$ cat src/rtl/lcd_frame_driver.sv
// rtl/lcd_frame_driver.sv - character LCD refresh engine: power-up wait, init commands, continuous frame-buffer refresh
module lcd_frame_driver #(
    parameter int CLK_DIV  = 3,
    parameter int E_HIGH   = 1,
    parameter int COLS     = 16,
    parameter int ROWS     = 2,
    parameter int PWR_WAIT = 4,
    parameter int CLR_WAIT = 2,
    localparam int CELLS   = ROWS * COLS,
    localparam int AW      = (CELLS > 1) ? $clog2(CELLS) : 1
) (
    input  logic          clk,
    input  logic          rst,
    input  logic          wr_en,
    input  logic [AW-1:0] wr_addr,
    input  logic [7:0]    wr_data,
    input  logic          reinit,
    output logic          LCD_RS,
    output logic          LCD_RW,
    output logic          LCD_E,
    output logic [7:0]    LCD_DATA,
    output logic          init_done,
    output logic          frame_done
);

    localparam int DW   = $clog2(CLK_DIV);
    localparam int CW   = (COLS > 1) ? $clog2(COLS) : 1;
    localparam int RW   = (ROWS > 1) ? $clog2(ROWS) : 1;
    localparam int WMAX = ((PWR_WAIT > CLR_WAIT) ? PWR_WAIT : CLR_WAIT) + 1;
    localparam int WW   = $clog2(WMAX + 1);

    localparam logic [DW-1:0] DIV_LAST = DW'(CLK_DIV - 1);
    localparam logic [DW-1:0] E_LAST   = DW'(E_HIGH);
    localparam logic [CW-1:0] COL_LAST = CW'(COLS - 1);
    localparam logic [RW-1:0] ROW_LAST = RW'(ROWS - 1);
    localparam logic [WW-1:0] PWR_LAST = WW'((PWR_WAIT > 0) ? PWR_WAIT - 1 : 0);
    localparam logic [WW-1:0] CLR_N    = WW'(CLR_WAIT);
    localparam logic [AW:0]   CELLS_W  = (AW+1)'(CELLS);

    typedef enum logic [1:0] {PWRUP, INIT, ADDR, CHAR} state_t;

    state_t          state_q, state_d;
    logic [DW-1:0]   div_q, div_d;
    logic [RW-1:0]   row_q, row_d;
    logic [CW-1:0]   col_q, col_d;
    logic [2:0]      idx_q, idx_d;
    logic [WW-1:0]   wait_q, wait_d;
    logic            rs_q, rs_d;
    logic [7:0]      data_q, data_d;
    logic            e_q, e_d;
    logic            init_done_q, init_done_d;
    logic            frame_done_q, frame_done_d;
    logic            reinit_q, reinit_d;
    logic            step_end;
    logic [7:0]      buf_q [CELLS];

    function automatic logic [7:0] init_cmd(input logic [2:0] i);
        case (i)
            3'd0, 3'd1: return 8'h38;
            3'd2:       return 8'h0C;
            3'd3:       return 8'h01;
            default:    return 8'h06;
        endcase
    endfunction

    function automatic logic [7:0] addr_cmd(input logic [RW-1:0] r);
        case (2'(r))
            2'd0:    return 8'h80;
            2'd1:    return 8'hC0;
            2'd2:    return 8'h94;
            default: return 8'hD4;
        endcase
    endfunction

    function automatic logic [AW-1:0] cell_idx(input logic [RW-1:0] r, input logic [CW-1:0] c);
        return AW'(int'(r) * COLS + int'(c));
    endfunction

    assign step_end = (div_q == DIV_LAST);

    // The bus for the coming step is computed at the edge that starts it, so it holds for the full step.
    always_comb begin
        state_d      = state_q;
        row_d        = row_q;
        col_d        = col_q;
        idx_d        = idx_q;
        wait_d       = wait_q;
        rs_d         = rs_q;
        data_d       = data_q;
        init_done_d  = init_done_q;
        frame_done_d = 1'b0;
        reinit_d     = reinit_q | reinit;
        div_d        = step_end ? '0 : div_q + 1'b1;
        e_d          = (div_d != '0) && (div_d <= E_LAST);
        if (step_end) begin
            reinit_d = 1'b0;
            if (reinit_q || reinit) begin
                state_d     = INIT;
                idx_d       = '0;
                wait_d      = '0;
                rs_d        = 1'b0;
                data_d      = init_cmd(3'd0);
                init_done_d = 1'b0;
            end else begin
                case (state_q)
                    PWRUP: begin
                        if (wait_q >= PWR_LAST) begin
                            state_d = INIT;
                            idx_d   = '0;
                            wait_d  = '0;
                            rs_d    = 1'b0;
                            data_d  = init_cmd(3'd0);
                        end else begin
                            wait_d = wait_q + 1'b1;
                        end
                    end
                    INIT: begin
                        if (idx_q == 3'd3 && wait_q < CLR_N) begin
                            wait_d = wait_q + 1'b1;
                        end else if (idx_q == 3'd4) begin
                            state_d     = ADDR;
                            row_d       = '0;
                            init_done_d = 1'b1;
                            rs_d        = 1'b0;
                            data_d      = addr_cmd('0);
                        end else begin
                            idx_d  = idx_q + 1'b1;
                            wait_d = '0;
                            rs_d   = 1'b0;
                            data_d = init_cmd(idx_d);
                        end
                    end
                    ADDR: begin
                        state_d      = CHAR;
                        col_d        = '0;
                        rs_d         = 1'b1;
                        data_d       = buf_q[cell_idx(row_q, '0)];
                        frame_done_d = (row_q == ROW_LAST) && (COLS == 1);
                    end
                    CHAR: begin
                        if (col_q == COL_LAST) begin
                            state_d = ADDR;
                            col_d   = '0;
                            row_d   = (row_q == ROW_LAST) ? '0 : row_q + 1'b1;
                            rs_d    = 1'b0;
                            data_d  = addr_cmd(row_d);
                        end else begin
                            col_d        = col_q + 1'b1;
                            rs_d         = 1'b1;
                            data_d       = buf_q[cell_idx(row_q, col_d)];
                            frame_done_d = (row_q == ROW_LAST) && (col_d == COL_LAST);
                        end
                    end
                    default: state_d = PWRUP;
                endcase
            end
        end
    end

    always_ff @(posedge clk) begin
        if (rst) begin
            state_q      <= PWRUP;
            div_q        <= '0;
            row_q        <= '0;
            col_q        <= '0;
            idx_q        <= '0;
            wait_q       <= '0;
            rs_q         <= 1'b0;
            data_q       <= 8'h00;
            e_q          <= 1'b0;
            init_done_q  <= 1'b0;
            frame_done_q <= 1'b0;
            reinit_q     <= 1'b0;
        end else begin
            state_q      <= state_d;
            div_q        <= div_d;
            row_q        <= row_d;
            col_q        <= col_d;
            idx_q        <= idx_d;
            wait_q       <= wait_d;
            rs_q         <= rs_d;
            data_q       <= data_d;
            e_q          <= e_d;
            init_done_q  <= init_done_d;
            frame_done_q <= frame_done_d;
            reinit_q     <= reinit_d;
        end
    end

    always_ff @(posedge clk) begin
        if (rst) begin
            for (int i = 0; i < CELLS; i++) buf_q[i] <= 8'h20;
        end else if (wr_en && ({1'b0, wr_addr} < CELLS_W)) begin
            buf_q[wr_addr] <= wr_data;
        end
    end

    assign LCD_RS     = rs_q;
    assign LCD_RW     = 1'b0;
    assign LCD_E      = e_q;
    assign LCD_DATA   = data_q;
    assign init_done  = init_done_q;
    assign frame_done = frame_done_q;

endmodule

$ cat config.mk
export PLATFORM = sky130hd
export DESIGN_NAME = lcd_frame_driver
export DESIGN_NICKNAME = d
export VERILOG_FILES = /design/src/rtl/lcd_frame_driver.sv
export SDC_FILE = /design/constraint.sdc
export NUM_CORES = 1
export LEC_CHECK = 0
export ABC_AREA = 1
export CAP_MARGIN = 15
export CELL_PAD_IN_SITES_DETAIL_PLACEMENT = 1
export CELL_PAD_IN_SITES_GLOBAL_PLACEMENT = 2
export CORE_ASPECT_RATIO = 0.6
export CORE_MARGIN = 2
export CORE_UTILIZATION = 39
export DETAILED_ROUTE_END_ITERATION = 6
export PLACE_DENSITY_LB_ADDON = 0.1
export SYNTH_ARGS = -nofsm -noshare
export SYNTH_HDL_FRONTEND = slang
export SYNTH_SLANG_ARGS = --single-unit
$ cat constraint.sdc
create_clock -name clk -period 4.6 [get_ports clk]
set_input_delay 0.92 -clock clk [delete_from_list [all_inputs] [get_ports clk]]
set_output_delay 0.92 -clock clk [all_outputs]
set_load 0.01 [all_outputs]
After elaboration in Yosys (flattened, before gate mapping)
Memories as Yosys holds them, arrays and structs flattened. A register that Yosys moved wholly into a read port is not among the register bits.
Cells that the tools add are included.
W data, S select, Z words.

cells by class
  $lt $le $gt $ge = 3
  reductions and logical operators = 23
  mux-type cells = 51
  bitwise logic cells = 5
  add/sub/neg operators = 6
  equal/unequal tests = 21

operator list
  operator               count
  $mux W8                6
  $pmux W8 S4            1
  $mux W3                8
  $mux W1                18
  $pmux W6 S3            1
  $pmux W8 S2            1
  $mux W5                3
  $ne A3 B3 Y1 const B   5
  $mux W2                6
  $pmux W3 S2            2
  $reduce_and A5 Y1      2
  $reduce_bool A2 Y1     5
  $eq A3 B2 Y1 const B   3
  $reduce_and A3 Y1      3
  $eq A4 B4 Y1 const B   2
  $ne A2 B2 Y1 const B   4
  $pmux W2 S4            1
  $pmux W4 S2            1
  $reduce_or A8 Y1       1
  $add A3 B1 Y3 const B  2
  $eq A2 B2 Y1 const B   3
  $reduce_and A6 Y1      1
  $add A5 B4 Y5          1
  $reduce_or A5 Y1       1
  other kinds (22)       28

word-level totals
  memories kept = 1
  logic and storage cells = 122
  memory bits (writable) = 256
  output and inout port bits = 13
  register bits = 28

memories
  memory  words  bits a word  read ports  clocked after Yosys merged registers in  wr ports  line  source
  buf_q   32     8            2           1                                        32        55    logic [7:0] buf_q [CELLS];

Logic depth before layout (Yosys ltp)
Gate-level depths: netlist of the first run.

  word-level depth = 8
  depth in mapped cells = 17
  mapped depth without buffers = 13

Worst setup path after synthesis of the first run
Ideal clock, no wire load.

  kind = input port to flip-flop
  start point = in rst
  end point = mem buf_q[14][0] (enable)
  setup slack = 2.289 ns
  arrival time = 1.982 ns
  setup time = 0.329 ns
  path buffers = 1
  data required time = 4.271 ns
  stages on the path = 6
  cell sequence = inv_1 -> clkbuf_1 -> nand4_1 -> nor2_1 -> inv_1 -> nand2_1

RTL lines
  item         line  source
  from (decl)  13    input logic rst,
  to (decl)    55

Worst setup path after layout of the first run
  start point = reg col_q[0]
  end point = reg data_q[1], in the netlist LCD_DATA[1]

on the way
  longest elaborated chain between the ends = 6

RTL lines
  item                    line  source
  from (decl)             45    logic [CW-1:0] col_q, col_d;
  from (signal assigned)  178   col_q <= col_d;
  $add A4 B1 Y4           148   col_d = col_q + 1'b1;
  $add A5 B4 Y5           76    return AW'(int'(r) * COLS + int'(c));
  $mem_v2 Z32 W8          -
  $mux W8 *               141   if (col_q == COL_LAST) begin
  $pmux W8 S4 *           105   case (state_q)
  $mux W8 *               97    if (reinit_q || reinit) begin
  to (signal assigned)    182   data_q <= data_d;
  to (decl)               49    logic [7:0] data_q, data_d;

Mark *: on every way between the ends. The rest lies on a longest branch, timed or not.
A chain may end at the register's enable or synchronous reset.

==> results of run 1 <==
## critical path, delay by kind of cell (launching register included)
kind | cells | cell delay [ns]
compound gates | 1 | 0.15
flops | 1 | 0.57
buf+inv | 2 | 1.21
simple gates | 9 | 1.13
## flip-flops by register name (all words and copies together) (netlist names), 2 cells and up, named ones only
| signal | count |
|---|---|
| idx_q | 3 |
| state_q | 2 |
| buf_q | 256 |
| wait_q | 3 |
| col_q | 4 |
| LCD_DATA | 8 |
| div_q | 2 |
## per-stage QoR
stage | util | hold WS (ns) | total power [mW] | instances
6_report | 0.4424 | 0.4560 | 5.565 | 1957
5_1_grt | 0.4424 | 0.4869 | 5.729 | 1957
4_1_cts | 0.4424 | 0.4563 | 5.599 | 1957
3_5_place_dp | 0.4160 | 0.4458 | 3.352 | 1904
3_3_place_gp | 0.4160 | 0.4356 | 3.343 | 1904
2_1_floorplan | - | 0.4223 | 3.196 | 1482
## path summary, 6_finish.rpt
| kind | endpoint | slack (ns) |
|---|---|---|
| worst max-delay path | LCD_DATA[1] | 1.36 |
| worst min-delay path | div_q[0] | 0.46 |
| worst max register to register | LCD_DATA[1] | 1.36 |
| worst min register to register | div_q[0] | 0.46 |
## cells in the mapped netlist, drive strengths merged, types with 2 or more instances
library cell / number
ha: 10
clkinv: 2
edfxtp: 256
nor2: 410
nand2: 286
nand3: 112
o31ai: 3
buf: 35
dfxtp: 28
o221ai: 4
nor3: 20
o21ai: 96
a21oi: 34
inv: 105
clkbuf: 49
a211oi: 3
o211ai: 20
## per-layer routing
layer  wire length, um  track usage
met5                 0            0
met4               566      0.03650
met3              2918      0.04357
met2             18190       0.3654
met1             23010       0.3955
## cells by family after synthesis
family	count (synthesis)
AO/OA/AOI/OAI	162
XOR/XNOR	2
adder cells (fa/ha/maj)	10
buffers and inverters	191
flip-flops	284
other	1
AND/OR/NAND/NOR	832
## placed cells by master (no fill, tap or decap), drive strengths merged
cell           netlist  layout
nor2               410     410
clkdlybuf4s50        0      28
a31oi                1       1
nand2              286     286
inv                105     105
clkbuf              49      42
buf                 35      19
nor3                20      20
nor4                 1       1
o21a                 1       1
conb                 1       1
dfxtp               28      28
nand3              112     112
o21ai               96      96
xnor2                1       1
o211ai              20      20
xor2                 1       1
o31ai                3       3
a211oi               3       3
nand3b               1       1
clkinv               2       9
edfxtp             256     256
bufinv               0       1
nand4                1       1
ha                  10      10
o221ai               4       4
clkinvlp             0       3
or2                  1       1
a21oi               34      34
## power breakdown
group          switching (mW)  total [mW]  internal [mW]
Sequential             0.0524        2.99           2.94
Clock                    1.00        2.27           1.27
Combinational           0.235       0.308         0.0727
## cell type report
cell class | count | area share
clock buffers | 42 | 0.05386
clock inverters | 11 | 0.005696
inverters | 107 | 0.02697
multi-input cells | 1007 | 0.2935
flip-flops and latches | 284 | 0.5524
well taps | 459 | 0.03845
repair buffers | 47 | 0.02915
==> impl_metrics.tcl, run 1 <==
set metrics [dict create \
    overflow 0 \
    hold_viol_final 0 \
    path_common_cell "nand2_1" \
    ys_ff_latch 284 \
    dpl_cell_area_um2 14050 \
    tritoncts "built" \
    worstRegToRegCells 12 \
    cts_buffer_depth 3 \
    critical_path.endpoint_type "flop" \
    gp_congestion 0.8043 \
    synth_top_family_by_area "simple AND/OR/NAND/NOR gates" \
    start_util 0.3973 \
    grt_max_degree 79 \
    drt-initial-drc-count 1020 \
    synthSimpleGateAreaFrac 0.2470 \
    viasPerCell 5.303 \
    cts_resized 0 \
    worstHoldStart "div_q[0]" \
    crit_slowest_cell "buf_4" \
    path_max_fanout 58 \
    crit_type "reg2reg" \
    yosys.area.top_type "edfxtp_1" \
    max_slew_margin 0.3852 \
    yosysTopAreaCellShare 0.5730 \
    p_per_area_nw_per_um2 372.6 \
    worstPathCellList "buf_4, buf_4, nand2_1, nand3_1, nand3_1, nand2_1, nand2_1, nand3_1, nand3_1, nand2_1, nand2_1, a21oi_1" \
    drive_gt1_frac 0.04873 \
    hold_buffers 0 \
    coreArea_um2 33770 \
    syn-num-nets 1509 \
    synth-edff-count 256 \
    die_area_um2 35950 \
    synth_area_um2 13420 \
    critPathLaunchType "flop" \
    rsz0062_at_grt "false" \
    synth_xor_area_frac 0.002704 \
    synthTopCellsByArea "edfxtp_1 57%, nor2_1 11%, nand2_1 8.0%" \
    register_area_um2 8252 \
    final_area_um2 14940 \
    clk_pin_slew_worst_paths_ns 0.06 \
    synthFlopType "edfxtp_1" \
    yosys.area_share.adder 0.009326 \
    vias 10380 \
    htreeDepth 1 \
    cts-root-buf "clkbuf_16" \
    finalSetupViolations 0 \
    status "finished clean" \
    skew_ns 0.01237 \
    postSynth.asyncResetShare 0 \
    max_freq_mhz 309.0 \
    fin_tns_setup_ns 0 \
    synth_mux_area_frac 0 \
    nets 1503 \
    insertion_delay_ns 0.55 \
    die_h_um 147.7 \
    multi_input_area_um2 4384 \
    cts.sinks 284 \
    drc 0 \
    crit_path_max_incr_delay_ns 0.65 \
    pin_count 30 \
    hold_path_depth 1 \
    drv_slew 0 \
    grt_pass1_wl_mm 66.96 \
    post_drt_wl_per_cell_um 22.83 \
    fillerInstances 3864 \
    min_period_over_period 0.7035 \
    leakagePower_nw 5.620 \
    num_rows 52 \
    dp_slack_ns 1.119 \
    startpoint "col_q[0]" \
    grt_pass1_vias 10480 \
    arrival_ns 3.71 \
    chipWidth_um 243.5 \
    grt_antenna_before_repair 0 \
    drv_cap 0 \
    fin_crit_ns 3.236 \
    postCtsSetupBuffers 0 \
    worst_pin_slew_ns 0.9209 \
    diodes 0 \
    grt_usage 0.2507 \
    yosysWarnings 0 \
    routed_wl_mm 44.68 \
    ys_seq_area_frac 0.6148 \
    synth_compound_area_frac 0.06668 \
    portBuffers 28 \
    rr_startpoint "col_q[0]" \
    fin_ws_ns 1.364 \
    syn-instance-count 1482 \
    yosysUniqueCellTypes 34 \
    critPathRequiredTime_ns 5.08 \
    cts_buffers 29 \
    hpwl_mm 29.47 \
    ir_drop_mv 0.2438 \
    area_growth_pct 11.34 \
    synth_area_per_cell_um2 9.053 \
    drtAntennaViolNets 0 \
    firstDrtPassIters 5 \
    hp-class "reg2reg" \
]
(Power assumes the default switching activity.)
==> run 2: changes to the inputs <==
--- a/config.mk
+++ b/config.mk
@@ -11,7 +11,7 @@
 export CELL_PAD_IN_SITES_GLOBAL_PLACEMENT = 2
 export CORE_ASPECT_RATIO = 0.6
 export CORE_MARGIN = 2
-export CORE_UTILIZATION = 39
+export CORE_UTILIZATION = 36
 export DETAILED_ROUTE_END_ITERATION = 6
 export PLACE_DENSITY_LB_ADDON = 0.1
 export SYNTH_ARGS = -nofsm -noshare
==> constraint.sdc (replaced) <==
create_clock -name clk -period 2.9 [get_ports clk]
set_input_delay 0.58 -clock clk [delete_from_list [all_inputs] [get_ports clk]]
set_output_delay 0.58 -clock clk [all_outputs]
set_load 0.01 [all_outputs]
==> impl_metrics.tcl, run 2 (same netlist as run 1, synthesis figures left out) <==
set metrics [dict create \
    htreeDepth 1 \
    dr_wl_met2_mm 18.50 \
    ir_drop_mv 0.4538 \
    r2r_setup_slack_ns 0.33 \
    utilization 0.4225 \
    worst_pin_slew_ns 0.8241 \
    routed_wl_mm 45.93 \
    total_power_mw 9.229 \
    fin_crit_ns 2.572 \
    p_per_area_nw_per_um2 597.6 \
    highest_layer "met4" \
    grt_pass1_wl_mm 69.08 \
    chipWidth_um 253.2 \
    grt_antenna_before_repair 0 \
    hold_viol_final 0 \
    drv_cap 0 \
    worstRegToRegCells 8 \
    hold_path_depth 1 \
    hold-path-endpoint "div_q[1]" \
    r2r_end "LCD_DATA[3]" \
    coreArea_um2 36550 \
    fillerInstances 4233 \
    tritoncts "built" \
    path_max_fanout 25 \
    fin_tns_setup_ns 0 \
    regMostFlops "buf_q" \
    worstHoldStart "div_q[1]" \
    cts-root-buf "clkbuf_16" \
    skew_ns 0.01482 \
    insertion_delay_ns 0.57 \
    start_util 0.3671 \
    vias 10550 \
    grt_usage 0.2397 \
    cts_buffer_depth 3 \
    final_cell_mix "407 x nor2_1, 285 x nand2_1, 256 x edfxtp_1" \
    portBuffers 28 \
    hp-class "reg2reg" \
    drv_slew 0 \
    firstDrtPassIters 6 \
    max_slew_margin 0.4506 \
    viasPerCell 5.157 \
    pin_count 30 \
    critical_path.endpoint_type "flop" \
    die_h_um 153.5 \
    clk_pin_slew_worst_paths_ns 0.07 \
    rr_startpoint "col_q[0]" \
    met1Wirelength_mm 24.58 \
    drc 0 \
    rsz0062_at_grt "false" \
    register_area_um2 8252 \
    hold_buffers 0 \
    grt_pass1_vias 10700 \
    critPathLaunchType "flop" \
    wl_met3_mm 2.141 \
    drtAntennaViolNets 0 \
    multi_input_area_um2 4384 \
    cts_buffers 30 \
    diodes 0 \
    largest_reg_flops 256 \
    finalSetupViolations 0 \
    grt_max_degree 138 \
    arrival_ns 3.02 \
    postCtsSetupBuffers 0 \
    status "finished clean" \
    critPathRequiredTime_ns 3.35 \
    crit_type "reg2reg" \
    drt-initial-drc-count 882 \
    layout.cells.most_common "nor2_1" \
    overflow 0 \
    max_freq_mhz 388.8 \
    hpwl_mm 29.51 \
    post_drt_wl_per_cell_um 22.46 \
    nets 1544 \
    die_area_um2 38880 \
    min_period_over_period 0.8868 \
    drive_gt1_frac 0.07398 \
    gp_congestion 0.8235 \
    area_growth_pct 15.12 \
    leakagePower_nw 5.874 \
    num_rows 54 \
    cts_resized 0 \
    cts.sinks 284 \
]
[run 2: metrics by stage]
step           std cells  setup slack [ns]  instance area (um2)  hold slack [ns]
5_1_grt             2045            0.1458                15440           0.4798
3_3_place_gp        1989            0.1145                14460           0.4340
3_5_place_dp        1989           0.04579                14460           0.4514
6_report            2045            0.3282                15440           0.4608
4_1_cts             2045            0.2788                15440           0.4672
2_1_floorplan       1482            0.6687                13420           0.4223
[run 2: cell type report]
type | instances | share of cell area
Multi-Input combinational cell | 1007 | 0.2839
Tap cell | 504 | 0.04083
Clock inverter | 8 | 0.005671
Inverter | 107 | 0.02609
Sequential cell | 284 | 0.5343
Clock buffer | 48 | 0.05841
Timing Repair Buffer | 87 | 0.05087
[run 2: worst max-delay path by stage]
stage                     depth (start not counted)            to  startpoint  slack, ns
after floorplan                                  16   LCD_DATA[6]    col_q[0]       0.67
after global placement                            8  buf_q[30][6]  wr_addr[4]       0.11
after detailed placement                          8  buf_q[30][6]  wr_addr[4]       0.05
after CTS                                        11   LCD_DATA[2]    col_q[0]       0.28
after global routing                             11   LCD_DATA[0]    col_q[0]       0.15
final                                             8   LCD_DATA[3]    col_q[0]       0.33
[run 2: layer usage]
layer / up-vias / GRT usage
met5: - / 0
met4: 0 / 0.04283
met3: 50 / 0.03149
met2: 228 / 0.3379
met1: 5296 / 0.3900
li1: 4973 / -
[run 2: power by group]
part           internal, mW  switching (mW)
sequential             4.66          0.0770
combinational         0.129           0.388
clock                  2.30            1.68
total                  7.09            2.14
[run 2: worst max-delay path: stages (launching register included)]
cell and delay, ns:
dfxtp_4 0.38, clkinv_2 0.08, ha_2 0.48, buf_4 0.39, a21oi_1 0.13, o31ai_1 0.45, nand3_1 0.28, nand3_1 0.17
a21oi_1 0.08
